## src/rtl/mem_loader.sv

```systemverilog
// mem_loader: bulk RAM write initiator. Packs a byte stream (valid/ready)
// into little-endian 32-bit words and writes them to consecutive RAM word
// addresses starting at a programmed base, wrapping modulo 2^ADDR_W.
//
// Handshake: a byte transfers on a rising edge where byteValid and
// byteReady are both high. byteReady is a registered Moore output (high
// only in COLLECT), so it never depends on byteValid in the same cycle.
module mem_loader #(
  parameter int ADDR_W = 11,
  parameter int CNT_W  = 12
) (
  input  logic              clk,
  input  logic              rst,
  input  logic              start,
  input  logic              abort,
  input  logic [ADDR_W-1:0] baseAddr,
  input  logic [CNT_W-1:0]  wordCount,
  input  logic [7:0]        byteIn,
  input  logic              byteValid,
  output logic              byteReady,
  output logic [ADDR_W-1:0] memAddr,
  output logic [31:0]       memData,
  output logic              memWen,
  output logic              busy,
  output logic              done,
  output logic [CNT_W-1:0]  wordsWritten,
  output logic [1:0]        dbgState
);

  typedef enum logic [1:0] {
    S_IDLE    = 2'd0,
    S_COLLECT = 2'd1,
    S_WRITE   = 2'd2,
    S_DONE    = 2'd3
  } state_t;

  state_t              state_q, state_d;
  logic [ADDR_W-1:0]   addr_q, addr_d;          // next RAM address to write
  logic [CNT_W-1:0]    count_q, count_d;        // latched word count
  logic [CNT_W-1:0]    words_q, words_d;        // words committed so far
  logic [1:0]          idx_q, idx_d;            // next byte lane
  logic [23:0]         word_q, word_d;          // lanes 0..2 of word in progress
  logic [ADDR_W-1:0]   mem_addr_q, mem_addr_d;  // held RAM address output
  logic [31:0]         mem_data_q, mem_data_d;  // held RAM data output
  logic                ready_q, ready_d;
  logic                wen_q, wen_d;
  logic                busy_q, busy_d;
  logic                done_q, done_d;
  logic [CNT_W-1:0]    words_inc;

  assign words_inc = words_q + 1'b1;

  // Next-state and datapath update for the IDLE/COLLECT/WRITE/DONE sequencer.
  always_comb begin
    state_d    = state_q;
    addr_d     = addr_q;
    count_d    = count_q;
    words_d    = words_q;
    idx_d      = idx_q;
    word_d     = word_q;
    mem_addr_d = mem_addr_q;
    mem_data_d = mem_data_q;

    unique case (state_q)
      S_IDLE: begin
        if (start) begin
          words_d = '0;
          idx_d   = '0;
          if (wordCount != '0) begin
            addr_d  = baseAddr;
            count_d = wordCount;
            state_d = S_COLLECT;
          end else begin
            state_d = S_DONE;
          end
        end
      end

      S_COLLECT: begin
        if (abort) begin
          // Partial word is dropped; lanes are simply overwritten next time.
          idx_d   = '0;
          state_d = S_IDLE;
        end else if (byteValid) begin
          unique case (idx_q)
            2'd0: word_d[7:0]   = byteIn;
            2'd1: word_d[15:8]  = byteIn;
            2'd2: word_d[23:16] = byteIn;
            2'd3: begin
              // Last lane goes straight into the output word register so the
              // write can be presented in the very next cycle.
              mem_data_d = {byteIn, word_q};
              mem_addr_d = addr_q;
              state_d    = S_WRITE;
            end
            default: ;
          endcase
          idx_d = idx_q + 2'd1;
        end
      end

      S_WRITE: begin
        // The write presented this cycle always completes, even on abort.
        addr_d  = addr_q + 1'b1;
        words_d = words_inc;
        idx_d   = '0;
        if (abort) begin
          state_d = S_IDLE;
        end else if (words_inc == count_q) begin
          state_d = S_DONE;
        end else begin
          state_d = S_COLLECT;
        end
      end

      S_DONE: begin
        state_d = S_IDLE;
      end

      default: state_d = S_IDLE;
    endcase

    // Moore outputs for the state being entered, so they come out of flops.
    ready_d = (state_d == S_COLLECT);
    wen_d   = (state_d == S_WRITE);
    busy_d  = (state_d != S_IDLE);
    done_d  = (state_d == S_DONE);
  end

  // State and datapath registers; reset clears everything immediately.
  always_ff @(posedge clk or posedge rst) begin
    if (rst) begin
      state_q    <= S_IDLE;
      addr_q     <= '0;
      count_q    <= '0;
      words_q    <= '0;
      idx_q      <= '0;
      word_q     <= '0;
      mem_addr_q <= '0;
      mem_data_q <= '0;
      ready_q    <= 1'b0;
      wen_q      <= 1'b0;
      busy_q     <= 1'b0;
      done_q     <= 1'b0;
    end else begin
      state_q    <= state_d;
      addr_q     <= addr_d;
      count_q    <= count_d;
      words_q    <= words_d;
      idx_q      <= idx_d;
      word_q     <= word_d;
      mem_addr_q <= mem_addr_d;
      mem_data_q <= mem_data_d;
      ready_q    <= ready_d;
      wen_q      <= wen_d;
      busy_q     <= busy_d;
      done_q     <= done_d;
    end
  end

  assign byteReady    = ready_q;
  assign memWen       = wen_q;
  assign busy         = busy_q;
  assign done         = done_q;
  assign memAddr      = mem_addr_q;
  assign memData      = mem_data_q;
  assign wordsWritten = words_q;
  assign dbgState     = state_q;

endmodule
```

## config.mk

```make
export PLATFORM = sky130hd
export DESIGN_NAME = mem_loader
export DESIGN_NICKNAME = d
export VERILOG_FILES = /design/src/rtl/mem_loader.sv
export SDC_FILE = /design/constraint.sdc
export NUM_CORES = 1
export LEC_CHECK = 0
export CORE_MARGIN = 2
export CORE_UTILIZATION = 50
export CTS_CLUSTER_SIZE = 16
export DETAILED_ROUTE_END_ITERATION = 10
export PLACE_DENSITY = 0.81
export SYNTH_ARGS = -nofsm -noshare
export SYNTH_HDL_FRONTEND = slang
export SYNTH_SLANG_ARGS = --single-unit
export TNS_END_PERCENT = 10
```

## constraint.sdc

```tcl
create_clock -name clk -period 4.8 [get_ports clk]
set_input_delay 0.96 -clock clk [delete_from_list [all_inputs] [get_ports clk]]
set_output_delay 0.96 -clock clk [all_outputs]
set_load 0.005 [all_outputs]
```

==> flow_metrics.env <==
export IMPL_ys_seq_area_share_pct=56.1
export IMPL_die_area_sq_um=10600
export IMPL_synthFlopType="dfrtp_1"
export IMPL_hold_viol_final=0
export IMPL_min_period_ns=2.75
export IMPL_fin_area_sq_um=6200
export IMPL_num_vias=3555
export IMPL_grt_first_pass_wirelength_mm=16.7
export IMPL_hold_slack_ns=0.511
export IMPL_reg2regPathDepth=5
export IMPL_cts_root_buffer="clkbuf_8"
export IMPL_worstMarginPinSlew_ns=1.02
export IMPL_fin_setup_tns_ns=0
export IMPL_finalClockSkew_ns=0.0124
export IMPL_startpoint_type="register"
export IMPL_syn_num_nets=449
export IMPL_path_clk_slew_ns=0.10
export IMPL_final_max_slew_viol_count=0
export IMPL_synth_area_per_cell_sq_um=12.1
export IMPL_fmax_mhz=364
export IMPL_grt_remaining_overflow=0
export IMPL_detail_route_wl_per_cell_um=16.1
export IMPL_synth_cells=406
export IMPL_drtPass1Iterations=4
export IMPL_antenna_found_initial=0
export IMPL_holdPathStages=1
export IMPL_min_path_type="reg2reg"
export IMPL_synth_seq_cells=110
export IMPL_grt_util_all_layers_pct=20.5
export IMPL_num_rows=36
export IMPL_synth_area_top_cells="dfrtp_1 (56%), mux2_2 (18%), xnor2_1 (2.5%)"
export IMPL_yosysTopAreaCell="dfrtp_1"
export IMPL_p_leak_uw=0.00273
export IMPL_core_sq_um=9640
export IMPL_critPathRequiredTime_ns=5.07
export IMPL_hpwl_mm=7.56
export IMPL_slew_headroom_pct=32.1
export IMPL_insertedDiodeCount=0
export IMPL_period_share_pct=57.3
export IMPL_fin_nets=546
export IMPL_floorplan_initialDensity_pct=50.9
export IMPL_ant_nets=0
export IMPL_synth_edff_count=0
export IMPL_rsz0062_at_grt="no"
export IMPL_gp_congestion=0.855
export IMPL_async_reset_ff_share_pct=100
export IMPL_ys_types=43
export IMPL_wl_mm=10.3
export IMPL_syn_cell_area_sq_um=4900
export IMPL_hold_buffers=0
export IMPL_post_cts_buffers=0
export IMPL_path_max_fanout=27
export IMPL_setup_viol=0
export IMPL_area_growth_pct=26.4
export IMPL_cts_resized_gates=0
export IMPL_clk_latency_ns=0.38
export IMPL_drive_gt1_share_pct=20.7
export IMPL_grt_pass1_vias=3427
export IMPL_run_status="completed"
export IMPL_via_per_inst=5.55
export IMPL_postPlaceCellArea_sq_um=6020
export IMPL_drt_iter0_markers=130
export IMPL_ir_drop_mv=0.178
export IMPL_fp_dieW_um=103
export IMPL_crit_type="reg2reg"
export IMPL_crit_arrival_ns=3.02
export IMPL_synthMostInstantiatedCell="dfrtp_1"
export IMPL_power_density_nw_per_um2=339
export IMPL_io_pins=97
export IMPL_max_clock_path_buffers=2
export IMPL_yosys_warnings=0
export IMPL_cts_buffers=9
export IMPL_tritoncts="yes"
export IMPL_endpoint_kind="register"
export IMPL_grt_max_degree=43
export IMPL_die_h_um=103
export IMPL_drv_cap=0
export IMPL_synthTopCellsByCount="dfrtp_1 (110), mux2_2 (77), nand2_1 (29), nor2_1 (26), o21ai_0 (22)"
export IMPL_drc=0
export IMPL_htreeDepth=3
export IMPL_io_buffers=96
export IMPL_clock_sinks=110
export IMPL_yosysTopAreaCellShare_pct=56.1
-- layout make-up --
type                       count  area (sq um)
timing repair buffer         102          1010
inverter                       5          21.3
clock buffer                  10           128
fill                         771          3440
clock inverter                 6          53.8
sequential                   110          2750
tap                          133           166
multi-input combinational    275          2070
-- metrics by stage --
stage / total power [uW] / instances / setup slack (ns) / util (%)
6_report: 2100 / 641 / 2.05 / 64.3
2_1_floorplan: 1430 / 406 / 0.938 / -
3_3_place_gp: 1570 / 625 / 1.76 / 62.4
5_1_grt: 2220 / 641 / 1.86 / 64.3
4_1_cts: 2120 / 641 / 2.08 / 64.3
3_5_place_dp: 1600 / 625 / 1.68 / 62.4
-- power by group --
part / switching (uW) / internal [uW]
registers: 105 / 1080
logic: 154 / 231
clock network: 327 / 199
-- registers in the layout, summed over array words and instances, names as in the netlist, 2 cells and up --
signal	cells
addr_q	11
word_q	24
memData	32
count_q	12
wordsWritten	12
memAddr	11
dbgState	2
idx_q	2
-- cells in the final DEF (no fill, tap or decap), drive strengths merged --
cell type / count
a211oi: 1
a21o: 4
a21oi: 16
a22o: 1
a22oi: 3
a2bb2oi: 1
a31oi: 3
and2: 3
and3: 6
buf: 6
clkbuf: 10
clkdlybuf4s50: 96
clkinv: 3
dfrtp: 110
ha: 7
inv: 8
mux2: 77
nand2: 29
nand2b: 3
nand3: 12
nand3b: 1
nand4: 5
nor2: 26
nor2b: 5
nor3: 3
nor3b: 2
nor4: 4
o21ai: 22
o21bai: 2
o221ai: 1
o22ai: 8
o31ai: 5
o41ai: 2
or3: 3
or4: 1
xnor2: 14
xor2: 5
-- cells by family (layout without fill, tap and decap cells) --
logic type,Yosys count,count (layout),synth area share (%)
simple gates,103,103,10.8
flops,110,110,56.1
xor+xnor,19,19,3.39
compound gates,69,69,8.50
buf+inv,21,123,1.73
mux,77,77,17.7
fa+ha+maj,7,7,1.79
-- worst max-delay path, cell delays in order (launching register included) --
cell and delay (ns):
dfrtp_1 0.57, nand2b_1 0.62, or4_1 0.74, nor4_2 0.27, nand4_1 0.19, and3_1 0.23
-- worst paths after layout --
kind / from / end / slack, ns
max: dbgState[1] / byteReady / 2.05
min: word_q[23] / word_q[23] / 0.51
max reg2reg: dbgState[1] / byteReady / 2.05
min reg2reg: word_q[23] / word_q[23] / 0.51
max in group asynchronous: rst / word_q[5] / 3.03
min in group asynchronous: rst / word_q[12] / 0.91
-- layer usage --
metal / share of wire, % / global-route usage (%) / vias up
met2: 50 / 32.7 / 98
li1: - / - / 1655
met3: 4.6 / 3.32 / 13
met1: 44 / 28.2 / 1789
met4: 1.7 / 8.10 / 0
met5: 0 / 0 / -
No activity file was read; power rests on OpenSTA's default activity.
